File: src/rtl/ppu_reg_port_if.sv
// ============================================================================
// Module   : ppu_reg_port_if
// Brief    : CPU register bus and VRAM handshake bundle of the PPU register port.
// Revision : 1.0
// ============================================================================
`default_nettype none

interface ppu_reg_port_if #(
    parameter int ADDR_W = 14
);
    logic [2:0]        ri_sel_in;
    logic              ri_cs_in;
    logic              ri_r_nw_in;
    logic [7:0]        ri_d_in;
    logic [7:0]        ri_d_out;
    logic [7:0]        data_in;
    logic [7:0]        data_out;
    logic [ADDR_W-1:0] addr;
    logic              write_request;
    logic              read_request;
    logic              mem_ack_in;

    modport master (
        output ri_sel_in, ri_cs_in, ri_r_nw_in, ri_d_in, data_in, mem_ack_in,
        input  ri_d_out, data_out, addr, write_request, read_request
    );

    modport slave (
        input  ri_sel_in, ri_cs_in, ri_r_nw_in, ri_d_in, data_in, mem_ack_in,
        output ri_d_out, data_out, addr, write_request, read_request
    );
endinterface

`default_nettype wire

File: src/rtl/ppu_reg_port.sv
// ============================================================================
// Module   : ppu_reg_port
// Brief    : PPU $2000-$2007 register file and VRAM req/ack access sequencer.
// Revision : 1.0
// ============================================================================
`default_nettype none

module ppu_reg_port #(
    parameter int ADDR_W   = 14,
    parameter int PAL_BASE = 'h3F00,
    parameter int TIMEOUT  = 15
) (
    input  wire logic        clk,
    input  wire logic        rst,
    ppu_reg_port_if.slave    bus,
    input  wire logic        vblank_set_in,
    input  wire logic        vblank_clr_in,
    output logic [7:0]       ctrl_out,
    output logic [7:0]       mask_out,
    output logic [15:0]      scroll_out,
    output logic [7:0]       oam_addr_out,
    output logic             oam_we,
    output logic [7:0]       oam_d_out,
    input  wire logic [7:0]  oam_d_in,
    output logic             nmi_out,
    output logic             busy_out
);
    typedef enum logic [1:0] {
        S_IDLE = 2'd0,
        S_RD   = 2'd1,
        S_WR   = 2'd2
    } state_t;

    localparam int                TMO_W    = $clog2(TIMEOUT + 1);
    localparam logic [ADDR_W-1:0] PAL_ADDR = ADDR_W'(PAL_BASE);

    state_t            state_q, state_d;
    logic [TMO_W-1:0]  cnt_q, cnt_d;
    logic [7:0]        ctrl_q, ctrl_d, mask_q, mask_d, oam_addr_q, oam_addr_d;
    logic [7:0]        oam_d_q, oam_d_d, rdbuf_q, rdbuf_d, ri_d_out_q, ri_d_out_d;
    logic [7:0]        data_out_q, data_out_d;
    logic [15:0]       scroll_q, scroll_d;
    logic [ADDR_W-1:0] v_q, v_d, t_q, t_d, addr_q, addr_d;
    logic              vblank_q, vblank_d, err_q, err_d, w_q, w_d;
    logic              oam_we_q, oam_we_d, pend_q, pend_d, rd_pal_q, rd_pal_d;

    logic              cpu_rd, cpu_wr, busy, done_ack, done_tmo;
    logic [ADDR_W-1:0] v_step, v_base, v_hi, v_lo;

    assign cpu_rd   = bus.ri_cs_in &  bus.ri_r_nw_in;
    assign cpu_wr   = bus.ri_cs_in & ~bus.ri_r_nw_in;
    assign busy     = (state_q != S_IDLE);
    assign done_ack = busy & bus.mem_ack_in;
    assign done_tmo = busy & ~bus.mem_ack_in & (cnt_q == TMO_W'(TIMEOUT - 1));
    assign v_step   = v_q + (ctrl_q[2] ? ADDR_W'(32) : ADDR_W'(1));
    // A $2006 write during a transaction accumulates in t until the transaction ends.
    assign v_base   = pend_q ? t_q : v_q;
    assign v_hi     = {bus.ri_d_in[ADDR_W-9:0], v_base[7:0]};
    assign v_lo     = {v_base[ADDR_W-1:8], bus.ri_d_in};

    always_comb begin
        state_d    = state_q;
        cnt_d      = cnt_q;
        ctrl_d     = ctrl_q;
        mask_d     = mask_q;
        oam_addr_d = oam_addr_q;
        oam_d_d    = oam_d_q;
        oam_we_d   = 1'b0;
        rdbuf_d    = rdbuf_q;
        ri_d_out_d = ri_d_out_q;
        data_out_d = data_out_q;
        scroll_d   = scroll_q;
        v_d        = v_q;
        t_d        = t_q;
        pend_d     = pend_q;
        addr_d     = addr_q;
        vblank_d   = vblank_q;
        err_d      = err_q;
        w_d        = w_q;
        rd_pal_d   = rd_pal_q;

        if (vblank_clr_in) begin
            vblank_d = 1'b0;
        end else if (vblank_set_in) begin
            vblank_d = 1'b1;
        end else if (cpu_rd && bus.ri_sel_in == 3'd2) begin
            vblank_d = 1'b0;
        end

        if (oam_we_q) begin
            oam_addr_d = oam_addr_q + 8'd1;
        end

        if (busy) begin
            if (bus.mem_ack_in) begin
                state_d = S_IDLE;
                if (state_q == S_RD) begin
                    rdbuf_d = bus.data_in;
                    if (rd_pal_q) begin
                        ri_d_out_d = bus.data_in;
                    end
                end
            end else if (done_tmo) begin
                state_d = S_IDLE;
                err_d   = 1'b1;
            end else begin
                cnt_d = cnt_q + TMO_W'(1);
            end
            if (done_ack || done_tmo) begin
                v_d    = pend_q ? t_q : v_step;
                pend_d = 1'b0;
            end
        end

        if (cpu_rd) begin
            case (bus.ri_sel_in)
                3'd2: begin
                    ri_d_out_d = {vblank_q & ~vblank_set_in, err_q, 6'b0};
                    err_d      = done_tmo;
                    w_d        = 1'b0;
                end
                3'd4: ri_d_out_d = oam_d_in;
                3'd7: begin
                    if (busy) begin
                        err_d = 1'b1;
                    end else begin
                        state_d  = S_RD;
                        cnt_d    = '0;
                        addr_d   = v_q;
                        rd_pal_d = (v_q >= PAL_ADDR);
                        if (v_q < PAL_ADDR) begin
                            ri_d_out_d = rdbuf_q;
                        end
                    end
                end
                default: ri_d_out_d = 8'h00;
            endcase
        end

        if (cpu_wr) begin
            case (bus.ri_sel_in)
                3'd0: ctrl_d     = bus.ri_d_in;
                3'd1: mask_d     = bus.ri_d_in;
                3'd3: oam_addr_d = bus.ri_d_in;
                3'd4: begin
                    oam_we_d = 1'b1;
                    oam_d_d  = bus.ri_d_in;
                end
                3'd5: begin
                    if (w_q) scroll_d[15:8] = bus.ri_d_in;
                    else     scroll_d[7:0]  = bus.ri_d_in;
                    w_d = ~w_q;
                end
                3'd6: begin
                    w_d = ~w_q;
                    if (busy && !(done_ack || done_tmo)) begin
                        t_d    = w_q ? v_lo : v_hi;
                        pend_d = 1'b1;
                    end else begin
                        v_d    = w_q ? v_lo : v_hi;
                        pend_d = 1'b0;
                    end
                end
                3'd7: begin
                    if (busy) begin
                        err_d = 1'b1;
                    end else begin
                        state_d    = S_WR;
                        cnt_d      = '0;
                        addr_d     = v_q;
                        data_out_d = bus.ri_d_in;
                    end
                end
                default: ;
            endcase
        end
    end

    always_ff @(posedge clk) begin
        if (rst) begin
            state_q    <= S_IDLE;
            cnt_q      <= '0;
            ctrl_q     <= '0;
            mask_q     <= '0;
            oam_addr_q <= '0;
            oam_d_q    <= '0;
            oam_we_q   <= 1'b0;
            rdbuf_q    <= '0;
            ri_d_out_q <= '0;
            data_out_q <= '0;
            scroll_q   <= '0;
            v_q        <= '0;
            t_q        <= '0;
            pend_q     <= 1'b0;
            addr_q     <= '0;
            vblank_q   <= 1'b0;
            err_q      <= 1'b0;
            w_q        <= 1'b0;
            rd_pal_q   <= 1'b0;
        end else begin
            state_q    <= state_d;
            cnt_q      <= cnt_d;
            ctrl_q     <= ctrl_d;
            mask_q     <= mask_d;
            oam_addr_q <= oam_addr_d;
            oam_d_q    <= oam_d_d;
            oam_we_q   <= oam_we_d;
            rdbuf_q    <= rdbuf_d;
            ri_d_out_q <= ri_d_out_d;
            data_out_q <= data_out_d;
            scroll_q   <= scroll_d;
            v_q        <= v_d;
            t_q        <= t_d;
            pend_q     <= pend_d;
            addr_q     <= addr_d;
            vblank_q   <= vblank_d;
            err_q      <= err_d;
            w_q        <= w_d;
            rd_pal_q   <= rd_pal_d;
        end
    end

    assign bus.ri_d_out      = ri_d_out_q;
    assign bus.data_out      = data_out_q;
    assign bus.addr          = addr_q;
    assign bus.write_request = (state_q == S_WR);
    assign bus.read_request  = (state_q == S_RD);
    assign ctrl_out          = ctrl_q;
    assign mask_out          = mask_q;
    assign scroll_out        = scroll_q;
    assign oam_addr_out      = oam_addr_q;
    assign oam_we            = oam_we_q;
    assign oam_d_out         = oam_d_q;
    assign nmi_out           = ctrl_q[7] & vblank_q;
    assign busy_out          = busy;
endmodule

`default_nettype wire
File: src/flat_wrapper.sv
// flat-port wrapper written by rule: the top's interface ports become plain ports
module ppu_reg_port_flat 
#(
    parameter int ADDR_W   = 14,
    parameter int PAL_BASE = 'h3F00,
    parameter int TIMEOUT  = 15
)
  (clk, rst, vblank_set_in, vblank_clr_in, ctrl_out, mask_out, scroll_out, oam_addr_out, oam_we, oam_d_out, oam_d_in, nmi_out, busy_out, bus_ri_sel_in, bus_ri_cs_in, bus_ri_r_nw_in, bus_ri_d_in, bus_data_in, bus_mem_ack_in, bus_ri_d_out, bus_data_out, bus_addr, bus_write_request, bus_read_request);
  ppu_reg_port_if #(.ADDR_W(ADDR_W)) bus_i ();
  input  wire logic clk;
  input  wire logic rst;
  input  wire logic vblank_set_in;
  input  wire logic vblank_clr_in;
  output logic [7:0] ctrl_out;
  output logic [7:0] mask_out;
  output logic [15:0] scroll_out;
  output logic [7:0] oam_addr_out;
  output logic oam_we;
  output logic [7:0] oam_d_out;
  input  wire logic [7:0] oam_d_in;
  output logic nmi_out;
  output logic busy_out;
  input wire logic [$bits(bus_i.ri_sel_in)-1:0] bus_ri_sel_in;
  input wire logic [$bits(bus_i.ri_cs_in)-1:0] bus_ri_cs_in;
  input wire logic [$bits(bus_i.ri_r_nw_in)-1:0] bus_ri_r_nw_in;
  input wire logic [$bits(bus_i.ri_d_in)-1:0] bus_ri_d_in;
  input wire logic [$bits(bus_i.data_in)-1:0] bus_data_in;
  input wire logic [$bits(bus_i.mem_ack_in)-1:0] bus_mem_ack_in;
  output wire logic [$bits(bus_i.ri_d_out)-1:0] bus_ri_d_out;
  output wire logic [$bits(bus_i.data_out)-1:0] bus_data_out;
  output wire logic [$bits(bus_i.addr)-1:0] bus_addr;
  output wire logic [$bits(bus_i.write_request)-1:0] bus_write_request;
  output wire logic [$bits(bus_i.read_request)-1:0] bus_read_request;
  assign bus_i.ri_sel_in = bus_ri_sel_in;
  assign bus_i.ri_cs_in = bus_ri_cs_in;
  assign bus_i.ri_r_nw_in = bus_ri_r_nw_in;
  assign bus_i.ri_d_in = bus_ri_d_in;
  assign bus_i.data_in = bus_data_in;
  assign bus_i.mem_ack_in = bus_mem_ack_in;
  assign bus_ri_d_out = bus_i.ri_d_out;
  assign bus_data_out = bus_i.data_out;
  assign bus_addr = bus_i.addr;
  assign bus_write_request = bus_i.write_request;
  assign bus_read_request = bus_i.read_request;
  ppu_reg_port #(.ADDR_W(ADDR_W), .PAL_BASE(PAL_BASE), .TIMEOUT(TIMEOUT)) u_core (.clk(clk), .rst(rst), .bus(bus_i), .vblank_set_in(vblank_set_in), .vblank_clr_in(vblank_clr_in), .ctrl_out(ctrl_out), .mask_out(mask_out), .scroll_out(scroll_out), .oam_addr_out(oam_addr_out), .oam_we(oam_we), .oam_d_out(oam_d_out), .oam_d_in(oam_d_in), .nmi_out(nmi_out), .busy_out(busy_out));
endmodule
File: config.mk
export PLATFORM = sky130hd
export DESIGN_NAME = ppu_reg_port_flat
export DESIGN_NICKNAME = d
export VERILOG_FILES = /design/src/rtl/ppu_reg_port_if.sv /design/src/rtl/ppu_reg_port.sv /design/src/flat_wrapper.sv
export SDC_FILE = /design/constraint.sdc
export NUM_CORES = 1
export LEC_CHECK = 0
export CAP_MARGIN = 0
export CORE_MARGIN = 2
export CORE_UTILIZATION = 30
export DETAILED_ROUTE_END_ITERATION = 6
export GPL_ROUTABILITY_DRIVEN = 0
export SLEW_MARGIN = 20
export SYNTH_ARGS = -nofsm -noshare
export SYNTH_HDL_FRONTEND = slang
export SYNTH_SLANG_ARGS = --single-unit
File: constraint.sdc
create_clock -name clk -period 5.2 [get_ports clk]
set_input_delay 1.3 -clock clk [delete_from_list [all_inputs] [get_ports clk]]
set_output_delay 1.3 -clock clk [all_outputs]
set_load 0.02 [all_outputs]
==> metrics, run 1 <==
layout cell share with drive strength beyond 1 0.0738; clk buf depth 2; wire length per cell 16.5 microns; ys flop type dfxtp_1; Initial Util 0.308; Post-CTS Setup Bufs 0; Core Area 0.0196 sq mm; largest net degree at the start of global routing 47; reg2reg end u_core.v_q[10]$_SDFF_PP0_; Final Hold Vio Count 0; total CTS buffers 17; placed cell count 1062; Routed WL 18000 microns; vias in the first global route 5274; post-layout min period 3.54 ns; hold worst-path end u_core.bus.addr[3]$_SDFF_PP0_; Reg2Reg Depth 7; Final Instance Area 0.00794 sq mm; area of the multi-input gates 0.00321 sq mm; final core utilization 0.405; num ports 117; hold buffer count at CTS 0; placed instance area 0.00735 sq mm; WP data arrival 2.24 ns; slowest CP cell clkdlybuf4s50_1; CP max stage delay 0.75 ns; Synth Instances 732; Die X 146 microns; initial antenna violation count 0; slew of the pin with the lowest slew margin 0.859 ns; Pre-antenna DRT Iters 5; area grow syn2layout 31.5%; first-pass GRT wire length 28700 microns; Hold Crit Depth 2; Buffers on Ports 116; clock slew at reported path FFs 0.06 ns; Max Cap Violations 0; Leak 2.83 nW; R2R Path Start u_core.cnt_q[0]$_SDFF_PP0_; crit path capture type output pin; CTS H-tree lvls 4; total global-route track usage 0.171; Final Cycle Share 0.680; remaining antenna violation count 0; Synthesized Nets 772; worst clock skew 0.0218 ns; die height 146 microns; worst path cell trace nor2b_1 > clkdlybuf4s50_1; Synth Cell Area 0.00604 sq mm; Worst R2R Setup Slack 2.84 ns; CP required 3.90 ns; VDD IR-drop max 242 uV; via count 5472; Clock Root Buffer clkbuf_16; Startpoint Class register; fraction of registers with async set/reset 0; register area 0.00252 sq mm; CTS-repair resized insts 0; DR DRC count 0; FMAX 283 MHz; GRT overflow 0; CP delay by family, top buffers and inverters; status finished clean; final non-filler cell total 1092; hold wc startpoint u_core.bus.addr[3]$_SDFF_PP0_; final setup vio count 0; CTS tree built; clock sink count 126; n_diodes 0; CP Max Fanout 10; max_slew headroom 0.426; Worst Setup Path Type register to output pin; Avg Cell Area, Syn 8.25 sq um; Fin Setup TNS 0 ns; Yosys warnings 0; Seq cells post-synth 126; Vias/cell 5.01; detailed router's first-iteration violation count 383; hpwl dp 11900 microns; sequential share of the synthesized area 0.418; power per cell area 296 mW/mm^2; Final #Nets 856; Clk Latency, worst-skew pair 0.43 ns; CP Depth 2; Row Count 51; EDFF count, synth 0; Bufs and invs on worst path 1; filler cell count in the final layout 2039; die area 0.0213 sq mm; Max Transition Viols Final 0; Distinct cells, synth 60; RSZ-0062 raised after global routing no; Worst Setup SP u_core.state_q[0]$_SDFF_PP0_; min-delay worst type register to register
[per-layer routing]
layer  share of wire  global-route usage  vias up
met5               0                   0        -
li1                -                   -     2748
met2            0.45               0.261      129
met4           0.017              0.0632        0
met1            0.46               0.221     2573
met3           0.072              0.0627       22
[Yosys cell counts (all sizes together) (2+ instances only)]
library cell | number | area (sq um)
dfxtp | 126 | 2520
nand2 | 98 | 368
nor2 | 83 | 317
a21oi | 82 | 410
mux2i | 57 | 571
clkbuf | 39 | 146
nand3 | 34 | 185
o21ai | 34 | 170
buf | 23 | 113
a211oi | 12 | 95.1
inv | 11 | 41.3
a21o | 10 | 75.1
nand4 | 10 | 75.1
a221oi | 9 | 78.8
nor3 | 9 | 45.0
and2 | 8 | 50.1
nor2b | 7 | 43.8
ha | 6 | 75.1
xnor2 | 6 | 52.6
xor2 | 6 | 52.6
mux2 | 5 | 60.1
a311oi | 4 | 41.3
a31oi | 4 | 25.0
and3 | 4 | 25.0
and4 | 4 | 35.0
nand2b | 4 | 32.5
or3 | 4 | 25.0
a2111oi | 3 | 27.5
nor3b | 3 | 27.5
o211ai | 3 | 22.5
o22ai | 3 | 18.8
a22oi | 2 | 15.0
a32oi | 2 | 17.5
nand3b | 2 | 15.0
o21a | 2 | 15.0
[flip-flops by register name (all words and copies together) (netlist names), 2 cells and up]
signal / cells
u_core.v_q: 14
u_core.rdbuf_q: 8
u_core.state_q: 2
u_core.bus.data_out: 8
u_core.ctrl_out: 8
u_core.oam_d_out: 8
u_core.bus.addr: 14
u_core.cnt_q: 4
u_core.t_q: 14
u_core.mask_out: 8
u_core.bus.ri_d_out: 8
u_core.scroll_out: 16
u_core.oam_addr_out: 8
[cell type report]
cell class | count | area share
Inverter | 11 | 0.00520
Multi-Input combinational cell | 533 | 0.405
Clock inverter | 10 | 0.0177
Sequential cell | 126 | 0.318
Tap cell | 265 | 0.0418
Timing Repair Buffer | 127 | 0.156
Clock buffer | 20 | 0.0563
[cell families after synthesis]
group / after synthesis / synth area share
and+or+nand+nor: 273 / 0.210
DFF: 126 / 0.418
AOI/OAI and AO/OA: 180 / 0.188
xor gates and xnor gates: 12 / 0.0174
muxes: 62 / 0.104
buffers and inverters: 73 / 0.0498
adders and majority gates: 6 / 0.0124
[worst max-delay path by stage]
stage / to / slack, ns
floorplan: u_core.oam_d_out[0]$_SDFFE_PP0P_ / 2.60
global placement: u_core.bus.ri_d_out[5]$_SDFF_PP0_ / 1.51
detailed placement: u_core.bus.ri_d_out[5]$_SDFF_PP0_ / 1.45
CTS: bus_read_request / 1.67
global route: bus_read_request / 1.55
finish: bus_read_request / 1.66
[cells in the final DEF, fill, tap and decap left out, types with 8 or more instances in the layout]
master / synthesis / routed
a211oi_1: 11 / 11
a21o_1: 10 / 10
a21oi_1: 82 / 82
a221oi_1: 9 / 9
buf_4: 0 / 12
clkbuf_16: 0 / 17
clkdlybuf4s50_1: 0 / 115
dfxtp_1: 126 / 125
inv_1: 11 / 11
mux2i_1: 57 / 57
nand2_1: 98 / 98
nand3_1: 31 / 31
nand4_1: 8 / 8
nor2_1: 81 / 81
nor3_1: 9 / 9
o21ai_0: 25 / 25
o21ai_1: 9 / 9
[per-stage QoR]
| stage | hold slack [ns] | total power (W) | setup slack, ns |
|---|---|---|---|
| floorplan | 0.437 | 0.00110 | 2.60 |
| global placement | 0.441 | 0.00117 | 1.51 |
| detailed placement | 0.447 | 0.00117 | 1.45 |
| CTS | 0.455 | 0.00237 | 1.67 |
| global route | 0.475 | 0.00242 | 1.55 |
| finish | 0.452 | 0.00235 | 1.66 |
[power by group]
part / internal [W] / switching (W)
registers: 0.000976 / 0.0000146
logic: 0.0000616 / 0.0000946
clock network: 0.000760 / 0.000439
[worst min-delay path: cells and delay by family (launching register included)]
| family | cells | cell delay, ns |
|---|---|---|
| flip-flops | 1 | 0.30 |
| AO/OA/AOI/OAI | 1 | 0.05 |
| AND/OR/NAND/NOR | 1 | 0.05 |
Note: power is estimated with default switching activity, not from simulation.
==> run 2: changes to the inputs <==
Clock period 5.2 ns to 3.6 ns, I/O delays scaled along.
==> run 2 against run 1 <==
Compared with the run above:
- sequential power is 44% higher
- critical path depth up 1
- clock power up 35%
- flip-flop and latch count is the same
- critical endpoint unchanged
- largest power group unchanged
- highest routed layer unchanged
==> metrics, run 2 (synthesis results as in run 1) <==
first-pass GRT wire length 29400 microns (+2.5%); worst path cell trace nor2b_1 > buf_4 > clkdlybuf4s50_1; CTS-repair resized insts 0 (unchanged); Core Area 0.0196 sq mm (unchanged); Worst Setup Path Type register to output pin; clock slew at reported path FFs 0.06 ns (about the same); Buffers on Ports 116 (unchanged); clk buf depth 2 (unchanged); total CTS buffers 17 (unchanged); num ports 117 (unchanged); detailed router's first-iteration violation count 386 (+0.78%); n_diodes 0 (unchanged); Vias/cell 5.04 (+0.61%); slowest CP cell clkdlybuf4s50_1; slew of the pin with the lowest slew margin 0.970 ns (+0.112 ns); layout cell share with drive strength beyond 1 0.0857 (+0.0120); most common cell after layout, fill and taps aside dfxtp_1; worst clock skew 0.0125 ns (-0.00929 ns); placed instance area 0.00746 sq mm (+1.5%); Final #Nets 869 (+1.5%); die area 0.0213 sq mm (unchanged); Row Count 51 (unchanged); initial antenna violation count 0 (unchanged); Pre-antenna DRT Iters 5 (unchanged); Post-CTS Setup Bufs 0 (unchanged); FMAX 373 MHz; placed cell count 1075 (+1.2%); largest net degree at the start of global routing 54 (+15%); Die X 146 microns (unchanged); DR DRC count 0 (unchanged); min-delay worst type register to register; CP max stage delay 0.62 ns (-0.13 ns); Fin Setup TNS 0 ns (unchanged); max_slew headroom 0.352 (-0.0739); Max Transition Viols Final 0 (unchanged); Routed WL 18500 microns (+3.0%); Startpoint Class register; CP Max Fanout 10 (unchanged); vias in the first global route 5230 (-0.83%); Max Cap Violations 0 (unchanged); status finished clean; total global-route track usage 0.173 (+0.00236); RSZ-0062 raised after global routing no; VDD IR-drop max 284 uV (+17%); max reg flops 16 (unchanged); commonest non-fill, non-tap cells in the layout dfxtp_1, clkdlybuf4s50_1, nand2_1, a21oi_1, nor2_1; via count 5571 (+1.8%); final non-filler cell total 1105 (+1.2%); Initial Util 0.308 (unchanged); final setup vio count 0 (unchanged); Final Hold Vio Count 0 (unchanged); WP data arrival 1.78 ns (-0.46 ns); Final Instance Area 0.00801 sq mm (+0.88%); wire length per cell 16.7 microns (+1.8%); crit path capture type output pin; Leak 2.88 nW (+2.0%); area grow syn2layout 32.7%; CP required 2.70 ns (-1.20 ns); CTS H-tree lvls 4 (unchanged); Clock Root Buffer clkbuf_16; die height 146 microns (unchanged); clock sink count 126 (unchanged); post-layout min period 2.68 ns; hpwl dp 12500 microns (+4.3%); Clk Latency, worst-skew pair 0.42 ns (about the same); final hold slack 0.452 ns (-0.000223 ns); remaining antenna violation count 0 (unchanged); Final Cycle Share 0.744; CTS tree built; hold buffer count at CTS 0 (unchanged); final core utilization 0.409 (+0.00358); power per cell area 411 mW/mm^2 (+39%); GRT overflow 0 (unchanged)
[run 2: metrics by stage]
stage / worst slack (ns) / total power, W
after floorplan: 1.40 / 0.00158
after global placement: 0.604 / 0.00170
after detailed placement: 0.557 / 0.00170
after CTS: 0.884 / 0.00332
after global routing: 0.738 / 0.00341
final: 0.921 / 0.00329
[run 2: worst paths after layout]
check                                                 endpoint  cells past startpoint                      startpoint  slack [ns]
worst max register to register        u_core.v_q[2]$_SDFF_PP0_                      7      u_core.cnt_q[0]$_SDFF_PP0_        1.39
worst min register to register  u_core.bus.addr[12]$_SDFF_PP0_                      2  u_core.bus.addr[12]$_SDFF_PP0_        0.45
worst max-delay path                          bus_read_request                      3    u_core.state_q[0]$_SDFF_PP0_        0.92
worst min-delay path            u_core.bus.addr[12]$_SDFF_PP0_                      2  u_core.bus.addr[12]$_SDFF_PP0_        0.45
[run 2: layout make-up]
cell class | count | area, sq um
fill | 1990 | 11600
tap | 265 | 332
timing repair buffer | 140 | 1350
clock inverter | 8 | 92.6
sequential | 126 | 2520
inverter | 11 | 41.3
multi-input combinational | 533 | 3210
clock buffer | 22 | 454
[run 2: where the power goes]
part	internal (W)	switching, W
Sequential	0.00141	0.0000211
Combinational	0.0000962	0.000141
Clock	0.00102	0.000601
[run 2: worst max-delay path, delay by kind of cell (launching register included)]
kind / cells / cell delay, ns
DFF: 1 / 0.42
buffers and inverters: 2 / 0.79
and+or+nand+nor: 1 / 0.16
[run 2: per-layer routing]
layer / share of wire / vias to the layer above / GRT usage
met2: 0.43 / 167 / 0.245
met5: 0 / - / 0
met3: 0.077 / 21 / 0.0649
met4: 0.015 / 0 / 0.0574
li1: - / 2779 / -
met1: 0.48 / 2604 / 0.242
